File: src/rtl/decode_ctrl_stage.sv
// ID-stage opcode decoder registered into the ID/EX boundary.
// The decoded control bundle is captured with stall/flush control, and illegal
// opcodes are flagged.
// Optional feature macro: ILLEGAL_CNT_EN builds the saturating illegal-opcode
// counter. When the macro is undefined, illegal_cnt is tied to 0.
module decode_ctrl_stage #(
  parameter int unsigned EXT_U    = 1,
  parameter int unsigned EXT_JALR = 1,
  parameter int unsigned CNT_W    = 8
) (
  input  logic             clk,
  input  logic             reset,
  input  logic             valid_d,
  input  logic [6:0]       op_d,
  input  logic             stall_e,
  input  logic             flush_e,
  output logic             valid_e,
  output logic             RegWrite_e,
  output logic [2:0]       ImmSrc_e,
  output logic             ALUSrc_e,
  output logic [1:0]       ALUSrcA_e,
  output logic             MemWrite_e,
  output logic [1:0]       ResultSrc_e,
  output logic             Branch_e,
  output logic [1:0]       ALUOp_e,
  output logic             Jump_e,
  output logic             JumpReg_e,
  output logic             illegal_e,
  output logic [CNT_W-1:0] illegal_cnt
);

  typedef struct packed {
    logic       reg_write;
    logic [2:0] imm_src;
    logic       alu_src;
    logic       mem_write;
    logic [1:0] result_src;
    logic       branch;
    logic [1:0] alu_op;
    logic       jump;
    logic       jump_reg;
    logic [1:0] alu_src_a;
  } ctrl_t;

  ctrl_t dec_ctrl;
  logic  dec_illegal;
  logic  load;

  ctrl_t ctrl_e_d, ctrl_e_q;
  logic  valid_e_d, valid_e_q;
  logic  illegal_e_d, illegal_e_q;

  // Opcode to control bundle; anything unrecognised is illegal with all controls low.
  always_comb begin
    dec_ctrl    = '0;
    dec_illegal = 1'b0;
    unique case (op_d)
      7'b0000011: dec_ctrl = 15'b1_000_1_0_01_0_00_0_0_00;
      7'b0100011: dec_ctrl = 15'b0_001_1_1_00_0_00_0_0_00;
      7'b0110011: dec_ctrl = 15'b1_000_0_0_00_0_10_0_0_00;
      7'b1100011: dec_ctrl = 15'b0_010_0_0_00_1_01_0_0_00;
      7'b0010011: dec_ctrl = 15'b1_000_1_0_00_0_11_0_0_00;
      7'b1101111: dec_ctrl = 15'b1_011_0_0_10_0_00_1_0_00;
      7'b1100111: begin
        if (EXT_JALR != 0) dec_ctrl = 15'b1_000_1_0_10_0_00_1_1_00;
        else               dec_illegal = 1'b1;
      end
      7'b0110111: begin
        if (EXT_U != 0) dec_ctrl = 15'b1_100_1_0_00_0_00_0_0_10;
        else            dec_illegal = 1'b1;
      end
      7'b0010111: begin
        if (EXT_U != 0) dec_ctrl = 15'b1_100_1_0_00_0_00_0_0_01;
        else            dec_illegal = 1'b1;
      end
      default: dec_illegal = 1'b1;
    endcase
  end

  assign load = !flush_e && !stall_e && valid_d;

  // ID/EX next state: flush beats stall, stall holds, otherwise load or bubble.
  always_comb begin
    valid_e_d   = valid_e_q;
    ctrl_e_d    = ctrl_e_q;
    illegal_e_d = illegal_e_q;
    if (flush_e || (!stall_e && !valid_d)) begin
      valid_e_d   = 1'b0;
      ctrl_e_d    = '0;
      illegal_e_d = 1'b0;
    end else if (load) begin
      valid_e_d   = 1'b1;
      ctrl_e_d    = dec_ctrl;
      illegal_e_d = dec_illegal;
    end
  end

  // ID/EX pipeline register.
  always_ff @(posedge clk or posedge reset) begin
    if (reset) begin
      valid_e_q   <= 1'b0;
      ctrl_e_q    <= '0;
      illegal_e_q <= 1'b0;
    end else begin
      valid_e_q   <= valid_e_d;
      ctrl_e_q    <= ctrl_e_d;
      illegal_e_q <= illegal_e_d;
    end
  end

`ifdef ILLEGAL_CNT_EN
  logic [CNT_W-1:0] cnt_d, cnt_q;

  // Count only illegal instructions actually loaded; saturate at all-ones.
  always_comb begin
    cnt_d = cnt_q;
    if (load && dec_illegal && (cnt_q != '1)) cnt_d = cnt_q + CNT_W'(1);
  end

  // Illegal-opcode counter register.
  always_ff @(posedge clk or posedge reset) begin
    if (reset) cnt_q <= '0;
    else       cnt_q <= cnt_d;
  end

  assign illegal_cnt = cnt_q;
`else
  assign illegal_cnt = '0;
`endif

  assign valid_e     = valid_e_q;
  assign illegal_e   = illegal_e_q;
  assign RegWrite_e  = ctrl_e_q.reg_write;
  assign ImmSrc_e    = ctrl_e_q.imm_src;
  assign ALUSrc_e    = ctrl_e_q.alu_src;
  assign MemWrite_e  = ctrl_e_q.mem_write;
  assign ResultSrc_e = ctrl_e_q.result_src;
  assign Branch_e    = ctrl_e_q.branch;
  assign ALUOp_e     = ctrl_e_q.alu_op;
  assign Jump_e      = ctrl_e_q.jump;
  assign JumpReg_e   = ctrl_e_q.jump_reg;
  assign ALUSrcA_e   = ctrl_e_q.alu_src_a;

endmodule

File: config.mk
export PLATFORM = sky130hd
export DESIGN_NAME = decode_ctrl_stage
export DESIGN_NICKNAME = d
export VERILOG_FILES = /design/src/rtl/decode_ctrl_stage.sv
export SDC_FILE = /design/constraint.sdc
export NUM_CORES = 1
export LEC_CHECK = 0
export CORE_UTILIZATION = 41
export DETAILED_ROUTE_END_ITERATION = 8
export PLACE_DENSITY = 0.86
export SYNTH_ARGS = -nofsm -noshare
export SYNTH_HDL_FRONTEND = slang
export SYNTH_SLANG_ARGS = --single-unit
File: constraint.sdc
create_clock -name clk -period 1.1 [get_ports clk]
set_clock_uncertainty 0.05 [all_clocks]
set_input_delay 0.22 -clock clk [delete_from_list [all_inputs] [get_ports clk]]
set_output_delay 0.22 -clock clk [all_outputs]
set_load 0.005 [all_outputs]
==> results.yml, run 1 <==
power_and_ir_drop:
  power.share.clock: 0.328
  p_leak_nw: 0.694
  internal-power_w: 0.000894
  power.ir.vdd_worst_mv: 0.491
  part_of_the_total_power_dissipated_in_combinational_logic: 0.171
  pwr_density_cell_mw_per_mm2: 962
  seqPwrFrac: 0.501
  switching_share: 0.251
  power_switching_w: 0.000299
cells_and_area:
  nFillCells: 180
  post_route_cells_drive_above_1_share: 0.434
  post-route-util: 0.632
  insertedDiodeCount: 0
  final_net_count: 149
  layout-area-overhead-vs-synth_pct: 45.7
global_routing:
  grt-ovfl-total: 0
  grt_resource_usage_total: 0.200
  grt_pass1_wl_mm: 3.11
  grt_start_max_net_pins: 17
  grt_pass1_vias: 751
  antenna_violations_before_repair: 0
clocking:
  clock_insertion_delay_worst_skew_ps: 280
  root_buffer: "clkbuf_4"
  clock_sinks: 16
  ctsHtreeMaxLevel: 1
  tritoncts.num_buffers: 3
  clock_tree_from_tritoncts: "built"
  cts_hold_buf: 0
  worst_setup_hold_path_clk_slew_ps: 90
  cts_buffer_depth: 2
timing:
  maxSlewViolCount: 0
  rsz_0062_raised_after_global_routing: "yes"
  max_clock_freq_mhz: 855
  timing_hold_violations_final: 0
  fin_ws_ps: -69.8
  fin_crit_sh: 1.06
  final_period_minus_worst_setup_slack_ps: 1170
  setup_viol: 3
routing:
  dr_wl_met2_mm: 1.13
  antenna_violating_nets_post_route: 0
  highest_layer: "met4"
  detailroute.wirelength.met3_um: 171
  routed_wire_length_per_instance_um: 13.6
  routedLengthMet1_um: 839
  detail_route.iter0.violations: 29
  drc: 0
  via_count: 836
  detailedRoute.firstPassIterationCount: 4
  drt-total-wl_mm: 2.22
  routed_via_density: 5.13
setup_path:
  crit_type: "reg -> out"
  crit_fanout: 2
  cp_data_required_time_ps: 830
  critPathCaptureType: "output port"
  critical_path.startpoint_type: "flop"
  worst-endpoint-arrival_ps: 900
placed_design:
  place.gp.congestion: 0.805
  place_hpwl_mm: 1.46
  placement.io_buffers: 28
  dpl_worst_slack_ps: -549
floorplan:
  std_cell_rows: 16
  design.portCount: 37
  floorplan.die_area_mm2: 0.00226
  start_util: 0.434
  dieHeight_um: 47.6
  core_area_mm2: 0.00196
  die_width_um: 47.6
logic_synthesis:
  synth_cell_types: 33
  yosysWarningCount: 0
  avgSynthCellArea_um2: 10.1
  synthCells: 84
  yosys_most_used_dff: "dfrtp_1"
  synthesis.area_um2: 851
  post_synth_edffs: 0
  ys_seq_elements: 16
  async_set_or_reset_flop_fraction_in_the_synthesized_netlist: 1.00
  synth_sequential_area_ratio: 0.471
status:
  failing_checks: "negative setup slack"
  outcome: "finished with violations"
min_path:
  worst_hold_path_type: "in -> reg"
job:
  timing.max_cap.violations: 0
-- worst max-delay path: stages, from the launching register on --
cell     delay [ps]
dfrtp_1         390
buf_6           120
buf_6           100
-- cells in the final DEF (no fill, tap or decap), types with 2 or more instances in the layout --
master / count
buf_4: 23
dfrtp_1: 16
buf_2: 15
nand2_1: 11
conb_1: 8
clkbuf_2: 5
inv_1: 4
a32o_1: 4
dlygate4sd2_1: 4
o31ai_1: 3
o21ai_0: 3
nor2_1: 3
a22o_1: 3
clkbuf_4: 3
nor2b_1: 2
clkdlybuf4s15_1: 2
buf_6: 2
-- flip-flops by register name, indices dropped and copies added, names as in the netlist, 2 cells and up --
signal,count
ResultSrc_e,2
ALUOp_e,2
ALUSrcA_e,2
ImmSrc_e,3
-- through the flow --
step                      instance area (um^2)  hold WS [ps]  setup TNS, ps  power, W  instances
after floorplan                            877          83.7              0  0.000716         91
after global routing                      1240           156           -232   0.00125        163
after global placement                    1210           409          -6780  0.000805        149
after CTS                                 1210           189           -142   0.00118        158
final                                     1240           144           -104   0.00119        163
after detailed placement                  1210           419          -7260  0.000809        149
-- repair_timing --
action	in CTS	in global routing
hold endpoints to repair	0	0
setup endpoints to repair	32	19
resized for setup	80	13
setup buffers	5	5
pin swaps	3	2
-- cell usage after synthesis, drive strengths merged, types with 2 or more instances --
master,n,area share
buf,11,0.099
inv,5,0.022
and3,2,0.015
o21ai,4,0.024
o31ai,4,0.035
nor2b,3,0.025
a22o,3,0.031
nand4,2,0.022
nand2,11,0.049
a32o,4,0.047
nor2,3,0.013
dfrtp,16,0.47
-- cell type report --
type | instances | area [um^2] | area share
Sequential cell | 16 | 400 | 0.323
Multi-Input combinational cell | 59 | 390 | 0.315
Timing Repair Buffer | 52 | 360 | 0.291
Clock buffer | 4 | 36.3 | 0.0293
Tap cell | 27 | 33.8 | 0.0272
Inverter | 5 | 18.8 | 0.0151
-- kinds of logic after synthesis --
group | after synthesis | share of synthesized area
buf+inv | 16 | 0.121
xor+xnor | 1 | 0.0103
flops | 16 | 0.471
simple gates | 27 | 0.182
compound gates | 23 | 0.212
other cells | 1 | 0.00441
-- power groups by stage --
stage          clock network [W]  registers (W)  logic (W)
6_report                0.000392       0.000598   0.000204
5_1_grt                 0.000425       0.000598   0.000223
4_1_cts                 0.000397       0.000598   0.000187
3_5_place_dp                   0       0.000609   0.000200
3_3_place_gp                   0       0.000609   0.000196
2_1_floorplan                  0       0.000610   0.000106
-- final timing paths --
kind / start / end / slack (ps) / cells after the start
worst max-delay path: ResultSrc_e[1] / ResultSrc_e[1] / -70 / 2
worst min-delay path: stall_e / valid_e / 140 / 3
worst max register to register: ALUSrc_e / ALUSrc_e / 210 / 2
worst min register to register: ALUOp_e[1] / ALUOp_e[1] / 440 / 2
max in group asynchronous: reset / ResultSrc_e[0] / 640 / 3
min in group asynchronous: reset / ALUSrcA_e[0] / 180 / 3
-- routing by layer --
metal | vias up | global-route usage
li1 | 390 | -
met1 | 389 | 0.217
met2 | 47 | 0.359
met3 | 10 | 0.0528
met4 | 0 | 0.100
met5 | - | 0
Note: power is estimated with default switching activity, not from simulation.
==> run 2: changes to the inputs <==
--- a/config.mk
+++ b/config.mk
@@ -5,9 +5,10 @@
 export SDC_FILE = /design/constraint.sdc
 export NUM_CORES = 1
 export LEC_CHECK = 0
-export CORE_UTILIZATION = 41
+export ABC_AREA = 1
+export CORE_UTILIZATION = 40
 export DETAILED_ROUTE_END_ITERATION = 8
-export PLACE_DENSITY = 0.86
+export PLACE_DENSITY = 0.85
 export SYNTH_ARGS = -nofsm -noshare
 export SYNTH_HDL_FRONTEND = slang
 export SYNTH_SLANG_ARGS = --single-unit
==> results.yml, run 2 <==
routing:
  detailedRoute.firstPassIterationCount: 4
  detail_route.iter0.violations: 13
  routed_via_density: 4.59
  via_count: 826
  drt-total-wl_mm: 2.00
  routed_wire_length_per_instance_um: 11.1
  drc: 0
  antenna_violating_nets_post_route: 0
logic_synthesis:
  area_fraction_of_the_dominant_cell_type_after_synthesis: 0.480
  avgSynthCellArea_um2: 7.73
  post_synth_fa_ha_maj_area_fraction: 0
  ys_seq_elements: 16
  synth.area.top_cells: "dfrtp_1 (48%), nand2_1 (16%), buf_4 (8.1%)"
  area_fraction_in_compound_gates_after_synthesis: 0.0585
  synth_top_family_by_area: "simple AND/OR/NAND/NOR gates"
  synthDominantAreaCellType: "dfrtp_1"
  yosys_most_used_dff: "dfrtp_1"
  post_synthesis_simple_gate_area_fraction: 0.316
  synth_cell_types: 16
  synth_most_common_cell: "nand2_1"
  synth.area.mux_share: 0
  ys_top_cells_by_count: "nand2_1 (36), dfrtp_1 (16), buf_4 (9)"
  synth_sequential_area_ratio: 0.480
  synth_xor_area_frac: 0
  post_synth_edffs: 0
  synthCells: 108
  yosysWarningCount: 0
  async_set_or_reset_flop_fraction_in_the_synthesized_netlist: 1.00
  synthesis.area_um2: 835
cells_and_area:
  post_route_cells_drive_above_1_share: 0.399
  finish.instance_area_mm2: 0.00124
  post-route-util: 0.631
  layout-area-overhead-vs-synth_pct: 48.3
  largest_reg_flops: 3
  final_net_count: 166
  insertedDiodeCount: 0
  layout_commonest_cell: "nand2_1"
  layout.cells.most_common_list: "nand2_1 (32), buf_2 (17), dfrtp_1 (16), buf_4 (16), conb_1 (8)"
timing:
  fin_ws_ps: 19.1
  setup_viol: 0
  fin_crit_sh: 0.983
  timing_hold_violations_final: 0
  rsz_0062_raised_after_global_routing: "yes"
  final_period_minus_worst_setup_slack_ps: 1080
  final.hold.worst_slack_ps: 182
  maxSlewViolCount: 0
  timing.setup.tns_ps: 0
  max_clock_freq_mhz: 925
clocking:
  cts_buffer_depth: 2
  root_buffer: "clkbuf_4"
  clock_insertion_delay_worst_skew_ps: 280
  clock_tree_from_tritoncts: "built"
  clock_sinks: 16
  ctsHtreeMaxLevel: 1
  cts_hold_buf: 0
  tritoncts.num_buffers: 3
  worst_setup_hold_path_clk_slew_ps: 90
placed_design:
  place_hpwl_mm: 1.40
  place.gp.congestion: 0.915
  dpl_worst_slack_ps: -401
  placement.io_buffers: 28
  place_area_mm2: 0.00116
setup_path:
  worst-endpoint-arrival_ps: 810
  crit_type: "reg -> out"
  worst_path_max_delay_cell: "dfrtp_1"
  crit_fanout: 3
  critPathCaptureType: "output port"
  count_of_buffering_cells_on_the_critical_path_with_inverters_included: 1
  cp_data_required_time_ps: 830
  crit_family: "flip-flops"
  cp_cell_sequence: "buf_2"
  critical_path.startpoint_type: "flop"
  critPathMaxStageDelay_ps: 400
min_path:
  worst_hold_path_type: "in -> async"
power_and_ir_drop:
  power.ir.vdd_worst_mv: 0.482
  seqPwrFrac: 0.515
  internal-power_w: 0.000869
  part_of_the_total_power_dissipated_in_combinational_logic: 0.151
  switching_share: 0.250
  pwr_density_cell_mw_per_mm2: 935
  p_leak_nw: 0.743
  power.share.clock: 0.334
  power_switching_w: 0.000289
floorplan:
  dieHeight_um: 47.7
  std_cell_rows: 16
  die_width_um: 47.7
  floorplan.die_area_mm2: 0.00227
  start_util: 0.425
  design.portCount: 37
  core_area_mm2: 0.00196
global_routing:
  grt_pass1_vias: 647
  grt-ovfl-total: 0
  grt_pass1_wl_mm: 2.67
  grt_resource_usage_total: 0.171
  antenna_violations_before_repair: 0
  grt_start_max_net_pins: 17
job:
  timing.max_cap.violations: 0
status:
  outcome: "finished clean"
-- run 2: cells by family (layout without fill, tap and decap cells) --
logic type             count (synthesis)  count (layout)
buffers and inverters                 22              60
AOI/OAI and AO/OA                      8               8
DFF                                   16              16
other                                  1               8
and+or+nand+nor                       61              61
-- run 2: routing by layer --
metal / wire [um] / track usage
met1: 864 / 0.213
met2: 992 / 0.307
met3: 112 / 0.0226
met4: 32 / 0.0500
met5: 0 / 0
-- run 2: worst paths after layout --
| path | slack (ps) | cells past startpoint | start | end |
|---|---|---|---|---|
| worst max register to register | 200 | 4 | JumpReg_e | JumpReg_e |
| worst min-delay path | 180 | 3 | reset | ImmSrc_e[0] |
| min in group clk | 300 | 4 | stall_e | valid_e |
| worst min register to register | 440 | 2 | ImmSrc_e[0] | ImmSrc_e[0] |
| worst max-delay path | 20 | 1 | ResultSrc_e[1] | Jump_e |
| max in group asynchronous | 640 | 3 | reset | ALUSrcA_e[0] |
-- run 2: what timing repair did --
action	4_1_cts	5_1_grt
pin swaps	4	10
setup endpoints to repair	29	16
setup buffers	6	2
cloned	0	0
gates resized for setup	79	14
-- run 2: worst register-to-register path: cells and delay by family (launching register included) --
family / cells / cell delay [ps]
AO/OA/AOI/OAI: 1 / 60
buffers and inverters: 2 / 250
flip-flops: 1 / 380
AND/OR/NAND/NOR: 1 / 60
-- run 2: through the flow --
step,power (W),instances
global route,0.00120,180
global placement,0.000761,168
finish,0.00116,180
detailed placement,0.000764,168
floorplan,0.000695,115
CTS,0.00115,178
-- run 2: power groups by stage --
stage	registers [W]	clock network [W]	logic (W)
2_1_floorplan	0.000608	0	0.0000865
3_3_place_gp	0.000608	0	0.000153
3_5_place_dp	0.000608	0	0.000156
4_1_cts	0.000596	0.000389	0.000161
5_1_grt	0.000597	0.000411	0.000193
6_report	0.000596	0.000386	0.000175
-- run 2: final cells by class --
| class | count | area (um^2) |
|---|---|---|
| Timing Repair Buffer | 44 | 320 |
| Multi-Input combinational cell | 77 | 397 |
| Fill cell | 184 | 724 |
| Tap cell | 27 | 33.8 |
| Clock buffer | 4 | 36.3 |
| Sequential cell | 16 | 400 |
| Inverter | 12 | 50.0 |
